--- config.mk ---
export PLATFORM = sky130hd
export DESIGN_NAME = stream_packet_arbiter
export DESIGN_NICKNAME = d
export VERILOG_FILES = /design/src/rtl/stream_packet_arbiter.sv
export SDC_FILE = /design/constraint.sdc
export NUM_CORES = 1
export LEC_CHECK = 0
export BUFFER_PORTS_ARGS = -buffer_cell sky130_fd_sc_hd__buf_2
export CORE_MARGIN = 2
export CORE_UTILIZATION = 24
export DETAILED_ROUTE_END_ITERATION = 7
export GPL_TIMING_DRIVEN = 0
export MAX_ROUTING_LAYER = met4
export PLACE_DENSITY = 0.52
export SLEW_MARGIN = 20
export SYNTH_ARGS = -nofsm -noshare
export SYNTH_HDL_FRONTEND = slang
export SYNTH_SLANG_ARGS = --single-unit
--- constraint.sdc ---
create_clock -name pixel_clk -period 5.9 [get_ports pixel_clk]
set_clock_uncertainty 0.2 [all_clocks]
set_input_delay 0.295 -clock pixel_clk [delete_from_list [all_inputs] [get_ports pixel_clk]]
set_output_delay 0.295 -clock pixel_clk [all_outputs]
set_load 0.03 [all_outputs]
--- src/rtl/stream_packet_arbiter.sv ---
// Two-requester AXI-Stream packet arbiter: hands the shared m00 stream to
// s00 or s01 one whole packet at a time, alternating on ties, and counts
// the packets completed for each requester.
module stream_packet_arbiter #(
    parameter int C_AXIS_TDATA_WIDTH = 32
) (
    input  logic                            pixel_clk,
    input  logic                            rst,

    input  logic                            s00_axis_tvalid,
    input  logic                            s00_axis_tlast,
    input  logic [C_AXIS_TDATA_WIDTH-1:0]   s00_axis_tdata,
    input  logic [C_AXIS_TDATA_WIDTH/8-1:0] s00_axis_tstrb,
    output logic                            s00_axis_tready,

    input  logic                            s01_axis_tvalid,
    input  logic                            s01_axis_tlast,
    input  logic [C_AXIS_TDATA_WIDTH-1:0]   s01_axis_tdata,
    input  logic [C_AXIS_TDATA_WIDTH/8-1:0] s01_axis_tstrb,
    output logic                            s01_axis_tready,

    output logic                            m00_axis_tvalid,
    output logic                            m00_axis_tlast,
    output logic [C_AXIS_TDATA_WIDTH-1:0]   m00_axis_tdata,
    output logic [C_AXIS_TDATA_WIDTH/8-1:0] m00_axis_tstrb,
    input  logic                            m00_axis_tready,

    output logic [1:0]                      grant,
    output logic [15:0]                     pkt_count0,
    output logic [15:0]                     pkt_count1
);

    typedef enum logic [1:0] {
        IDLE   = 2'd0,
        GRANT0 = 2'd1,
        GRANT1 = 2'd2
    } state_t;

    state_t state;
    // Requester that finished the most recent packet: 0 = s00, 1 = s01.
    logic   last_grant;
    logic   handshake;

    assign handshake = m00_axis_tvalid && m00_axis_tready;

    // Arbitration FSM: pick an owner in IDLE, hold it until its tlast beat
    // is accepted, then record the winner and bump its packet counter.
    always_ff @(posedge pixel_clk or posedge rst) begin
        if (rst) begin
            state      <= IDLE;
            last_grant <= 1'b1;
            pkt_count0 <= 16'h0000;
            pkt_count1 <= 16'h0000;
        end else begin
            case (state)
                IDLE: begin
                    if (s00_axis_tvalid && s01_axis_tvalid)
                        state <= last_grant ? GRANT0 : GRANT1;
                    else if (s00_axis_tvalid)
                        state <= GRANT0;
                    else if (s01_axis_tvalid)
                        state <= GRANT1;
                end
                GRANT0: begin
                    if (handshake && m00_axis_tlast) begin
                        state      <= IDLE;
                        last_grant <= 1'b0;
                        pkt_count0 <= pkt_count0 + 16'd1;
                    end
                end
                GRANT1: begin
                    if (handshake && m00_axis_tlast) begin
                        state      <= IDLE;
                        last_grant <= 1'b1;
                        pkt_count1 <= pkt_count1 + 16'd1;
                    end
                end
                default: state <= IDLE;
            endcase
        end
    end

    // Output steering: the owner's stream passes straight through; tready
    // is a function of state and downstream ready only, never of tvalid.
    always_comb begin
        m00_axis_tvalid = 1'b0;
        m00_axis_tlast  = 1'b0;
        m00_axis_tdata  = '0;
        m00_axis_tstrb  = '0;
        s00_axis_tready = 1'b0;
        s01_axis_tready = 1'b0;
        grant           = 2'b00;
        case (state)
            GRANT0: begin
                m00_axis_tvalid = s00_axis_tvalid;
                m00_axis_tlast  = s00_axis_tlast;
                m00_axis_tdata  = s00_axis_tdata;
                m00_axis_tstrb  = s00_axis_tstrb;
                s00_axis_tready = m00_axis_tready;
                grant           = 2'b01;
            end
            GRANT1: begin
                m00_axis_tvalid = s01_axis_tvalid;
                m00_axis_tlast  = s01_axis_tlast;
                m00_axis_tdata  = s01_axis_tdata;
                m00_axis_tstrb  = s01_axis_tstrb;
                s01_axis_tready = m00_axis_tready;
                grant           = 2'b10;
            end
            default: ;
        endcase
    end

endmodule

==> results of run 1 <==
## power groups by stage
stage / logic, uW / clock network (uW) / registers (uW)
after global placement: 698 / 0 / 274
after floorplan: 488 / 0 / 284
final: 691 / 190 / 270
after CTS: 699 / 196 / 270
after global routing: 759 / 206 / 273
after detailed placement: 697 / 0 / 275
## worst paths after layout
check	startpoint	endpoint	slack (ns)
max reg2reg	state[0]	state[1]	3.67
min reg2reg	last_grant	last_grant	0.26
min	s00_axis_tvalid	state[0]	0.11
max in group asynchronous	rst	pkt_count0[1]	4.57
min in group asynchronous	rst	pkt_count1[10]	0.47
max	state[0]	m00_axis_tdata[3]	2.96
## final cells by class
cell class                      instances  share of cell area
Buffer                                 13              0.0173
Sequential cell                        35               0.270
Antenna cell                            1            0.000770
Clock inverter                          2             0.00500
Multi-Input combinational cell        194               0.393
Clock buffer                            6              0.0254
Timing Repair Buffer                  153               0.237
Tap cell                              111              0.0427
Inverter                                8             0.00924
## metrics by stage
step,cells,utilization,power [uW],instance area (um^2)
floorplan,250,-,771,2240
global placement,513,0.343,972,3140
detailed placement,513,0.343,972,3140
CTS,522,0.355,1170,3250
global route,523,0.355,1240,3250
finish,523,0.355,1150,3250
## placed cells by master, fill, tap and decap left out, drive strengths merged, types with 2 or more instances in the layout
| cell | instances |
|---|---|
| ha | 7 |
| and2 | 4 |
| and4 | 6 |
| inv | 8 |
| xor2 | 22 |
| o21ai | 2 |
| a22oi | 36 |
| xnor2 | 8 |
| mux2i | 2 |
| dfrtp | 34 |
| buf | 159 |
| nand3 | 9 |
| a22o | 2 |
| nor4 | 7 |
| clkbuf | 12 |
| nand2 | 18 |
| nand4 | 11 |
| nor2 | 44 |
| nor3 | 9 |
## what timing repair did
item,in CTS,in global routing
endpoints found under the hold margin,34,0
hold buffers,1,0
setup endpoints to repair,0,0
## worst max-delay path: cells and delay by family, from the launching register on
| family | cells | cell delay, ns |
|---|---|---|
| adder cells (fa/ha/maj) | 1 | 0.42 |
| buffers and inverters | 5 | 1.25 |
| flip-flops | 1 | 0.37 |
| AND/OR/NAND/NOR | 1 | 0.10 |
## per-layer routing
metal	GRT usage	part of all wire	vias up
li1	-	-	1214
met1	0.170	0.40	1154
met2	0.245	0.49	114
met3	0.0437	0.092	7
met4	0.0421	0.011	0
met5	-	0	-
## flip-flops by register name, summed over array words and instances, names as in the netlist
| name | cells |
|---|---|
| last_grant | 1 |
| pkt_count0 | 16 |
| pkt_count1 | 16 |
| state | 2 |
## cells by family (layout without fill, tap and decap cells)
family	after synthesis	after routing	synth area share
AOI/OAI and AO/OA	43	43	0.144
xor gates and xnor gates	30	30	0.117
adders and majority gates	7	7	0.0391
buffers and inverters	21	182	0.0385
DFF	35	35	0.392
muxes	3	3	0.0140
other	0	1	0
and+or+nand+nor	111	111	0.256
==> metrics.md, run 1 <==
| Metric | Value |
|---|---|
| Status | `completed` |
| Worst R2R Path Depth | `7` |
| Hold Path Depth | `3` |
| # clock sinks | `35` |
| Distinct cell type count after synthesis | `33` |
| Worst slack after detailed placement | `3.25 ns` |
| Min Clock Period, post-route | `2.94 ns` |
| Power share of the clock group | `0.165` |
| FF/Latch Area | `877 um^2` |
| Gate power share | `0.600` |
| Max-slew headroom at the worst pin | `0.516` |
| Cell chosen for the clock root | `clkbuf_8` |
| Critical Path Most Common Cell | `inv_1` |
| Worst path arrival time | `2.44 ns` |
| Library cell with the largest summed area after synthesis | `dfrtp_1` |
| Residual overflow from global routing | `0` |
| Leading post-synthesis cells by instance count | `nor2_1 (44), a22oi_1 (36), dfrtp_1 (34), xor2_1 (22), nand2_1 (18)` |
| First-pass GRT wire length | `11.4 mm` |
| Count of antenna-violating nets left after detailed routing | `0` |
| Vias per cell | `4.76` |
| Pwr/cell area | `354 mW/mm^2` |
| Kind of critical path | `register to primary output` |
| Multi-input logic area | `0.00128 mm^2` |
| Y dimension of the die | `101 um` |
| Type of the worst min-delay path | `input pin to register` |
| Post-Route Hold Slack | `0.106 ns` |
| Critical-path cell list | `inv_1, ha_1, inv_1, clkbuf_1, buf_1, nor2_1, buf_2` |
| Nature of the critical path startpoint | `register` |
| Initial DRT Pass Iterations | `4` |
| Period utilization | `0.498` |
| Final routed DRC violation total | `0` |
| Die area | `0.0101 mm^2` |
| Proportion of power drawn by flip-flops and latches | `0.235` |
| Number of global-route vias before repair | `2276` |
| Largest net degree at the start of global routing | `36` |
| Critical path's slowest cell | `clkbuf_1` |
| Share of synthesized registers carrying an async set or reset | `1.00` |
| Sequential share of the synthesized area | `0.392` |
| Total of max-cap violations | `0` |
| Net count of the finished layout | `496` |
| Vias after detailed routing | `2489` |
| Number of design-rule violations left by the first detailed-router iteration | `92` |
| TritonCTS clock tree | `done` |
| Final worst slack | `2.96 ns` |
| Initial antenna violation count | `1` |
| Fill cells | `979` |
| Clock input transition at the sequential cells of the worst setup and hold paths | `0.07 ns` |
| Netlist area before placement | `0.00224 mm^2` |
| Portion of synthesized cell area occupied by the leading cell type | `0.380` |
| Count of instances resized after the clock tree is built | `0` |
| Setup TNS after final layout | `0 ns` |
| Design internal power | `562 uW` |
| Worst vdd rail ir drop | `0.154 mV` |
| Synthesized flop and latch total | `35` |
| Most common cell in the netlist | `nor2_1` |
| Dpl hpwl | `6.05 mm` |
| Core box area | `0.00915 mm^2` |
| Unrepaired setup endpoints after global routing | `false` |
| Worst Setup End Kind | `primary output` |
| Std-Cell Rows | `35` |
| Required time at the endpoint of the critical path | `5.41 ns` |
| Layout overhead on the synthesized area | `45.1%` |
| Yosys warning count | `0` |
| Final-report max-slew violation count | `0` |
| Slew at the pin with the worst max-slew slack | `0.724 ns` |
| Total Wirelength | `7.50 mm` |
| Ys flop type | `dfrtp_1` |
| Die width | `101 um` |
| Sw frac | `0.512` |
| Setup Fix Bufs, Post-CTS | `0` |
| Post-synth EDFFs | `0` |
| Share of final-layout standard cells stronger than drive strength 1 | `0.421` |
| Max Buffers Root-to-Sink | `2` |
| GP Congestion | `0.814` |
| H-tree depth | `2` |
| CTS Buf Count | `5` |
| Mean Syn Cell Area | `8.96 um^2` |
| Syn nets | `336` |
| Number of endpoints with negative hold slack in the final report | `0` |
| Most area-consuming cells after synthesis | `dfrtp_1 (38%), a22oi_1 (12%), xor2_1 (8.6%), nor2_1 (7.4%), ha_1 (3.9%)` |
| Wire per inst | `14.3 um` |
| Post-Synthesis Cells | `250` |
| Count of buffers inserted at the top-level ports | `152` |
| Delay of the slowest critical-path stage | `0.44 ns` |
| Final setup violating endpoints | `0` |
| Clock network latency to the later pin of the worst-skew pair | `0.29 ns` |
| Static leakage | `0.00181 uW` |
| Starting utilization of the core area | `0.245` |
| Global-route usage over all layers | `0.146` |
| Boundary Pins | `153` |
| Switch Pwr | `589 uW` |
| Critical path fanouts, max | `10` |
| Achievable clock frequency | `0.341 GHz` |
Power figures use the tool's default switching activity.
==> run 2: changes to the inputs <==
--- a/config.mk
+++ b/config.mk
@@ -5,6 +5,7 @@
 export SDC_FILE = /design/constraint.sdc
 export NUM_CORES = 1
 export LEC_CHECK = 0
+export ABC_AREA = 1
 export BUFFER_PORTS_ARGS = -buffer_cell sky130_fd_sc_hd__buf_2
 export CORE_MARGIN = 2
 export CORE_UTILIZATION = 24
==> constraint.sdc (replaced) <==
create_clock -name pixel_clk -period 2.47 [get_ports pixel_clk]
set_clock_uncertainty 0.2 [all_clocks]
set_input_delay 0.1235 -clock pixel_clk [delete_from_list [all_inputs] [get_ports pixel_clk]]
set_output_delay 0.1235 -clock pixel_clk [all_outputs]
set_load 0.03 [all_outputs]
==> metrics.md, run 2 <==
| Metric | Value |
|---|---|
| Status | `completed` |
| Portion of synthesized cell area occupied by the leading cell type | `0.317` |
| Critical path's slowest cell | `dfrtp_1` |
| Multi-input logic area | `0.00161 mm^2` |
| Worst slack after detailed placement | `0.155 ns` |
| Syn nets | `523` |
| Final routed DRC violation total | `0` |
| Share of final-layout standard cells stronger than drive strength 1 | `0.309` |
| Count of buffers inserted at the top-level ports | `152` |
| Delay of the slowest critical-path stage | `0.43 ns` |
| Most area-consuming cells after synthesis | `dfrtp_1 (32%), nand2_1 (30%), a21oi_1 (6.9%), nor2_1 (4.6%), inv_1 (4.1%)` |
| Number of design-rule violations left by the first detailed-router iteration | `84` |
| Worst Hold Launch | `s00_axis_tvalid` |
| Starting utilization of the core area | `0.246` |
| Die width | `110 um` |
| Clock input transition at the sequential cells of the worst setup and hold paths | `0.07 ns` |
| Post-Route Hold Slack | `0.0372 ns` |
| GP Congestion | `0.898` |
| Total Wirelength | `8.85 mm` |
| Total of max-cap violations | `0` |
| Critical path fanouts, max | `10` |
| Initial antenna violation count | `0` |
| Worst hold endpoint | `state[0]` |
| Final setup violating endpoints | `0` |
| Largest registers | `pkt_count0: 16 flops, pkt_count1: 16 flops, state: 2 flops` |
| Slew at the pin with the worst max-slew slack | `0.429 ns` |
| Share of synthesized registers carrying an async set or reset | `1.00` |
| Setup slack of the most critical reg-to-reg path | `0.43 ns` |
| Delay-heaviest family, CP | `buffers and inverters` |
| Die area | `0.0120 mm^2` |
| Std-Cell Rows | `38` |
| Ys flop type | `dfrtp_1` |
| Boundary Pins | `153` |
| CTS Buf Count | `5` |
| Number of global-route vias before repair | `3151` |
| Unrepaired setup endpoints after global routing | `false` |
| Initial DRT Pass Iterations | `4` |
| Fill cells | `1226` |
| Worst Setup End Kind | `primary output` |
| Pwr/cell area | `794 mW/mm^2` |
| Residual overflow from global routing | `0` |
| WP buf/inv | `4` |
| Layout overhead on the synthesized area | `40.1%` |
| Required time at the endpoint of the critical path | `2.15 ns` |
| Dpl hpwl | `7.31 mm` |
| Yosys warning count | `0` |
| Clock network latency to the later pin of the worst-skew pair | `0.29 ns` |
| H-tree depth | `2` |
| Non-filler cells, final | `739` |
| Most common cell in the netlist | `nand2_1` |
| Number of placed instances, taps included | `730` |
| Leading cell type in the layout, fill and taps excluded | `nand2_1` |
| Final-report max-slew violation count | `0` |
| Critical-path cell list | `inv_1, ha_2, clkbuf_4, buf_2, nand2_1, a21oi_1, buf_2` |
| Library cell with the largest summed area after synthesis | `dfrtp_1` |
| FF/Latch Area | `877 um^2` |
| Net count of the finished layout | `683` |
| Number of endpoints with negative hold slack in the final report | `0` |
| Achievable clock frequency | `0.431 GHz` |
| Critical R2R Launch | `state[0]` |
| Critical Path Most Common Cell | `buf_2` |
| Post-Synthesis Cells | `437` |
| Largest net degree at the start of global routing | `20` |
| First-pass GRT wire length | `14.5 mm` |
| TritonCTS clock tree | `done` |
| Commonest cells after routing, fill and taps aside | `nand2_1 (214), buf_2 (161), a21oi_1 (37)` |
| Cell chosen for the clock root | `clkbuf_8` |
| Distinct cell type count after synthesis | `22` |
| Sequential share of the synthesized area | `0.327` |
| Worst reg2reg path endpoint | `pkt_count1[3]` |
| Period utilization | `0.940` |
| Mean Syn Cell Area | `6.14 um^2` |
| Global-route usage over all layers | `0.156` |
| Worst R2R Path Depth | `10` |
| Netlist area before placement | `0.00268 mm^2` |
| Max-slew headroom at the worst pin | `0.714` |
| Hold Path Depth | `5` |
| Y dimension of the die | `110 um` |
| Setup TNS after final layout | `0 ns` |
| Count of antenna-violating nets left after detailed routing | `0` |
| Core box area | `0.0109 mm^2` |
| # clock sinks | `35` |
| Vias after detailed routing | `3190` |
| Wire per inst | `12.0 um` |
| Worst vdd rail ir drop | `0.411 mV` |
| Static leakage | `0.00203 uW` |
| Post-synth EDFFs | `0` |
| Nature of the critical path startpoint | `register` |
| Vias per cell | `4.32` |
| Final worst slack | `0.148 ns` |
| Kind of critical path | `register to primary output` |
| Leading post-synthesis cells by instance count | `nand2_1 (214), a21oi_1 (37), dfrtp_1 (34), nor2_1 (33), inv_1 (29)` |
| Max Buffers Root-to-Sink | `2` |
| Min Clock Period, post-route | `2.32 ns` |
| Synthesized flop and latch total | `35` |
| Type of the worst min-delay path | `input pin to register` |
| Worst path arrival time | `2.00 ns` |
| Setup Fix Bufs, Post-CTS | `0` |
==> run 2: changes by cell type after synthesis, moves of 5 or more <==
cell,change
a21oi_1,+36
a22oi_1,-36
and4_1,-5
buf_2,+7
inv_1,+21
nand2_1,+196
nor2_1,-11
nor3_1,-9
nor4_1,-6
o21ai_0,+18
xor2_1,-15
==> run 2: cells by family after synthesis <==
logic type                 synth area share
AOI/OAI and AO/OA                     0.109
xor gates and xnor gates             0.0522
adders and majority gates            0.0326
buffers and inverters                0.0746
DFF                                   0.327
and+or+nand+nor                       0.405
==> run 2: where the power goes <==
part           internal (uW)  switching, uW
Combinational            529           1270
Clock                    198            209
Sequential               670            109
==> run 2: per-stage QoR <==
step,util,total power [uW],instance area (um^2)
CTS,0.344,3010,3740
floorplan,-,2040,2680
detailed placement,0.335,2580,3650
finish,0.345,2980,3760
global placement,0.332,2560,3620
global route,0.345,3250,3760
==> run 2: worst reg2reg max path, cell delays in order (launching register included) <==
cell     delay [ns]
dfrtp_1        0.43
inv_1          0.13
ha_2           0.23
nand2_1        0.08
nand2_1        0.06
nand2_1        0.08
nor2_4         0.15
nand2_2        0.14
inv_2          0.16
buf_6          0.16
o21ai_0        0.09
==> run 2: final cells by class <==
class | count | share of cell area
Sequential cell | 35 | 0.233
Antenna cell | 1 | 0.000665
Inverter | 31 | 0.0309
Tap cell | 140 | 0.0466
Clock buffer | 7 | 0.0203
Clock inverter | 1 | 0.00133
Buffer | 16 | 0.0263
Timing Repair Buffer | 154 | 0.212
Multi-Input combinational cell | 354 | 0.428
==> run 2: what timing repair did <==
item / in CTS / in global routing
endpoints found under the hold margin: 34 / 0
setup endpoints to repair: 37 / 36
hold buffers: 1 / 0
gates resized for setup: 7 / 8
==> run 2: worst max path at each step <==
stage	from	end	slack [ns]	depth (start not counted)
floorplan	state[1]	m00_axis_tdata[0]	0.40	6
global placement	state[0]	m00_axis_tdata[28]	0.18	7
detailed placement	state[0]	m00_axis_tdata[16]	0.16	7
CTS	state[0]	m00_axis_tdata[16]	0.009	7
global route	state[0]	m00_axis_tdata[16]	0.006	7
finish	state[0]	m00_axis_tdata[16]	0.15	7
==> run 2: routing by layer <==
layer / wire, um / global-route usage
met1: 3690 / 0.176
met2: 4380 / 0.272
met3: 591 / 0.0308
met4: 181 / 0.0597
met5: 0 / -
